[config.mk]
export PLATFORM = sky130hd
export DESIGN_NAME = regfile_port_ctrl
export DESIGN_NICKNAME = d
export VERILOG_FILES = /design/src/rtl/regfile_port_ctrl.sv
export SDC_FILE = /design/constraint.sdc
export NUM_CORES = 1
export LEC_CHECK = 0
export ABC_AREA = 1
export BUFFER_PORTS_ARGS = -buffer_cell sky130_fd_sc_hd__buf_2
export CORE_UTILIZATION = 40
export CTS_BUF_LIST = sky130_fd_sc_hd__clkbuf_8
export DETAILED_ROUTE_END_ITERATION = 8
export PLACE_DENSITY = 0.82
export REMOVE_ABC_BUFFERS = 1
export SYNTH_ARGS = -nofsm -noshare
export SYNTH_HDL_FRONTEND = slang
export SYNTH_SLANG_ARGS = --single-unit
export TNS_END_PERCENT = 20
[constraint.sdc]
create_clock -name clk -period 1.7 [get_ports clk]
set_input_delay 0.17 -clock clk [delete_from_list [all_inputs] [get_ports clk]]
set_output_delay 0.17 -clock clk [all_outputs]
set_load 0.1 [all_outputs]
[src/rtl/regfile_port_ctrl.sv]
// Regfile port controller: sweeps registers 1..NUM_REGS-1 to INIT_VALUE after reset,
// then arbitrates the write port and read port 1 between the pipeline and a host agent.
module regfile_port_ctrl #(
  parameter int unsigned       DATA_W       = 32,
  parameter int unsigned       ADDR_W       = 5,
  parameter int unsigned       NUM_REGS     = 32,
  parameter logic [DATA_W-1:0] INIT_VALUE   = '0,
  parameter int unsigned       STARVE_LIMIT = 8
) (
  input  logic              clk,
  input  logic              rst,
  output logic              stall_req,
  output logic              init_done,
  input  logic              wb_we,
  input  logic [ADDR_W-1:0] wb_waddr,
  input  logic [DATA_W-1:0] wb_wdata,
  input  logic              id_re1,
  input  logic [ADDR_W-1:0] id_raddr1,
  input  logic              host_wr_valid,
  input  logic [ADDR_W-1:0] host_wr_addr,
  input  logic [DATA_W-1:0] host_wr_data,
  output logic              host_wr_ready,
  input  logic              host_rd_valid,
  input  logic [ADDR_W-1:0] host_rd_addr,
  output logic              host_rd_ready,
  output logic              host_rd_rvalid,
  output logic [DATA_W-1:0] host_rd_data,
  output logic              rf_we,
  output logic [ADDR_W-1:0] rf_waddr,
  output logic [DATA_W-1:0] rf_wdata,
  output logic              rf_re1,
  output logic [ADDR_W-1:0] rf_raddr1,
  input  logic [DATA_W-1:0] rf_rdata1
);

  localparam int unsigned       WAIT_W    = $clog2(STARVE_LIMIT + 1);
  localparam logic [ADDR_W-1:0] LAST_ADDR = ADDR_W'(NUM_REGS - 1);
  localparam logic [WAIT_W-1:0] WAIT_MAX  = WAIT_W'(STARVE_LIMIT);

  typedef enum logic {
    ST_INIT,
    ST_RUN
  } state_e;

  state_e              state_q, state_d;
  logic [ADDR_W-1:0]   cnt_q, cnt_d;
  logic [WAIT_W-1:0]   wr_wait_q, wr_wait_d;
  logic [WAIT_W-1:0]   rd_wait_q, rd_wait_d;
  logic                rvalid_q;
  logic [DATA_W-1:0]   rdata_q;
  logic                rd_hs;

  always_comb begin
    state_d       = state_q;
    cnt_d         = cnt_q;
    wr_wait_d     = '0;
    rd_wait_d     = '0;
    stall_req     = 1'b1;
    init_done     = 1'b0;
    host_wr_ready = 1'b0;
    host_rd_ready = 1'b0;
    rf_we         = 1'b0;
    rf_waddr      = '0;
    rf_wdata      = '0;
    rf_re1        = 1'b0;
    rf_raddr1     = '0;

    case (state_q)
      ST_INIT: begin
        rf_we    = 1'b1;
        rf_waddr = cnt_q;
        rf_wdata = INIT_VALUE;
        cnt_d    = cnt_q + 1'b1;
        if (cnt_q == LAST_ADDR) begin
          state_d = ST_RUN;
        end
      end
      ST_RUN: begin
        init_done = 1'b1;
        stall_req = (wr_wait_q == WAIT_MAX) || (rd_wait_q == WAIT_MAX);

        if (wb_we) begin
          rf_we    = 1'b1;
          rf_waddr = wb_waddr;
          rf_wdata = wb_wdata;
        end else begin
          host_wr_ready = 1'b1;
          if (host_wr_valid) begin
            rf_we    = 1'b1;
            rf_waddr = host_wr_addr;
            rf_wdata = host_wr_data;
          end
        end

        if (id_re1) begin
          rf_re1    = 1'b1;
          rf_raddr1 = id_raddr1;
        end else begin
          host_rd_ready = 1'b1;
          if (host_rd_valid) begin
            rf_re1    = 1'b1;
            rf_raddr1 = host_rd_addr;
          end
        end

        // Wait counters clear whenever the host is not blocked (handshake or valid low).
        if (host_wr_valid && !host_wr_ready) begin
          wr_wait_d = (wr_wait_q == WAIT_MAX) ? wr_wait_q : wr_wait_q + 1'b1;
        end
        if (host_rd_valid && !host_rd_ready) begin
          rd_wait_d = (rd_wait_q == WAIT_MAX) ? rd_wait_q : rd_wait_q + 1'b1;
        end
      end
      default: begin
        state_d = ST_INIT;
      end
    endcase

    // Reset gates the ports directly since state may still read RUN during the rst cycle.
    if (rst) begin
      stall_req     = 1'b1;
      init_done     = 1'b0;
      host_wr_ready = 1'b0;
      host_rd_ready = 1'b0;
      rf_we         = 1'b0;
      rf_waddr      = '0;
      rf_wdata      = '0;
      rf_re1        = 1'b0;
      rf_raddr1     = '0;
    end
  end

  assign rd_hs = host_rd_valid && host_rd_ready;

  always_ff @(posedge clk) begin
    if (rst) begin
      state_q   <= ST_INIT;
      cnt_q     <= ADDR_W'(1);
      wr_wait_q <= '0;
      rd_wait_q <= '0;
      rvalid_q  <= 1'b0;
      rdata_q   <= '0;
    end else begin
      state_q   <= state_d;
      cnt_q     <= cnt_d;
      wr_wait_q <= wr_wait_d;
      rd_wait_q <= rd_wait_d;
      rvalid_q  <= rd_hs;
      if (rd_hs) begin
        rdata_q <= rf_rdata1;
      end
    end
  end

  assign host_rd_rvalid = rvalid_q;
  assign host_rd_data   = rdata_q;

endmodule
==> flow_summary.ini <==
[floorplan]
initial_core_util_pct = 41.9
chipWidth_um = 81.0
die-area_um2 = 6560
coreArea_um2 = 5960
ios = 203
die_y_um = 81.0
rows = 28

[route]
first_iter_violations = 224
num_vias = 3512
drc_errors = 0
drtPass1Iterations = 5
wl_per_cell_um = 15.5
finalWirelength_um = 10600
routed_via_density = 5.14
antenna_left = 0

[sta]
rsz0062_at_grt = yes
finalSetupTns_ns = -0.616
worst_pin_slew_ns = 0.500
fin_crit_ns = 1.76
hold_viol = 0
skew_ns = 0.0140
setup_violations = 28
period_share_pct = 104
clock.fmax_ghz = 0.568
slew_headroom_pct = 66.9
setup_ws_ns = -0.0602
finalMaxSlewViolations = 0

[yosys]
yosysSeqAreaShare_pct = 37.7
synthArstFlopShare_pct = 0
synth_flop_cell = dfxtp_1
synth.area.top_cells = dfxtp_1 38%, nand2_1 26%, nand3_1 15%
synth.distinct_cells = 20
yosysTopAreaCellShare_pct = 37.7
synthTopCellsByCount = 171 x nand2_1, 74 x nand3_1, 47 x dfxtp_1
syn_avg_cell_area_um2 = 6.32
yosysTopAreaCell = dfxtp_1
synth_edf_count = 0
ys_seq_elements = 47
synth_warnings = 0
syn-cell-area_um2 = 2500
syn_inst = 395
synth_most_common_cell = nand2_1

[setup_path]
arrival_ns = 1.59
required_ns = 1.53
cp_max_fo = 7
crit_start = state_q$_SDFF_PP0_
r2r_cells = 5
slowest_stage = dfxtp_4
max_stage_delay_ns = 0.40
reg2reg_from = cnt_q[0]$_SDFFE_PP1N_
critPathKind = flip-flop to primary output
end_kind = primary output
startpoint_type = flip-flop
path_cells = nand2_4, nor2_4, buf_6, clkbuf_16, nand2_1, nand2_2, buf_12
regToRegSetupSlack_ns = 0.35

[finish]
design_area_um2 = 4750
layout-drive-gt1-share_pct = 47.2
instances_no_fill = 683
area_growth_pct = 90.3
fillers = 397
nets = 729

[placement]
routabilityCongestion = 0.860
hpwl_um = 7810
dpl_cell_area_um2 = 4300
port_buffers = 202
place_inst = 660

[clock_network]
numCtsBuffers = 5
clock_latency_ns = 0.30
tritoncts = done
cts.sinks = 47
cts_hold_buf = 0
clk_path_buf_depth = 2
path_clk_slew_ns = 0.10
htreeDepth = 2
cts_root_buf = clkbuf_8

[hold_path]
min_path_cells = 3
holdCritPathClass = input port to flip-flop
min-delay-start = rf_rdata1[21]

[global_routing]
grt_use_total_pct = 30.2
antenna_found_initial = 6
grt_pass1_vias = 3320
grt_overflow = 0
grt_pass1_wl_um = 15000
grt_start_max_net_pins = 38

[job]
cap_viol_max_count = 0

[status]
status = finished, violations left
violations = setup timing

[power_and_ir_drop]
p_per_area_nw_per_um2 = 511
ir_drop_uv = 656
leakagePower_uw = 0.00254
==> metal layers <==
| layer | up-vias | part of all wire (%) | global-route usage, % |
|---|---|---|---|
| met5 | - | 0 | 0 |
| met4 | 0 | 5.6 | 15.5 |
| met3 | 50 | 8.7 | 9.10 |
| met2 | 198 | 51 | 57.2 |
| met1 | 1600 | 35 | 29.2 |
| li1 | 1664 | - | - |
==> area by class of cell <==
class / count / area [µm²] / area share, %
Antenna cell: 6 / 15.0 / 0.316
Clock buffer: 5 / 68.8 / 1.45
Clock inverter: 3 / 71.3 / 1.50
Inverter: 20 / 80.1 / 1.69
Multi-Input combinational cell: 306 / 1510 / 31.9
Sequential cell: 47 / 946 / 19.9
Tap cell: 75 / 93.8 / 1.98
Timing Repair Buffer: 221 / 1960 / 41.3
==> stage by stage <==
stage                     hold slack, ns  util (%)  power, µW  setup slack [ns]
after CTS                         0.0476      76.8       2430           -0.0265
after detailed placement           0.367      72.1       1440             0.107
final                             0.0528      79.8       2430           -0.0602
after floorplan                    0.281         -       1240             -1.28
after global routing              0.0446      79.8       2510            -0.121
after global placement             0.363      72.1       1430             0.207
==> kinds of logic after synthesis <==
kind of cell	Yosys count	synth area share, %
simple gates	279	46.7
xor+xnor	2	0.702
buf+inv	42	7.92
compound gates	19	3.96
fa+ha+maj	6	3.01
flops	47	37.7
==> state kept, by name (all words and copies together) (netlist names) <==
signal	count
host_rd_data	32
cnt_q	5
rd_wait_q	4
wr_wait_q	4
host_rd_rvalid	1
state_q	1
==> repair_timing <==
action | in CTS | in global routing
endpoints found under the setup margin | 40 | 40
cloned | 2 | 1
resized for setup | 20 | 43
setup buffers | 3 | 3
pin swaps | 3 | 7
==> power by group <==
group          total [µW]  switching (µW)  internal, µW  leakage, µW
registers            1110            8.19          1110     0.000381
logic                 308             166           142      0.00209
clock network        1010             408           597    0.0000703
total                2430             582          1850      0.00254
==> placed cells by master (no fill, tap or decap), drive strengths merged <==
master and n:
buf 220, nand2 172, nand3 74, dfxtp 47, nor2 32, inv 21
a21oi 11, diode 6, ha 6, o21ai 6, clkbuf 6, xor2 2
bufinv 2, and3 1, a31oi 1, a21o 1
==> worst max-delay path: cells and delay by family (launching register included) <==
kind | cells | cell delay [ns]
AND/OR/NAND/NOR | 4 | 0.40
buffers and inverters | 3 | 0.48
flip-flops | 1 | 0.40
==> worst paths after layout <==
| path | end |
|---|---|
| worst max-delay path | rf_wdata[26] |
| worst min register to register | host_rd_data[21]$_SDFFE_PP0P_ |
| worst min-delay path | host_rd_data[21]$_SDFFE_PP0P_ |
| worst max register to register | cnt_q[4]$_SDFFE_PP0N_ |
Note: power is estimated with default switching activity, not from simulation.
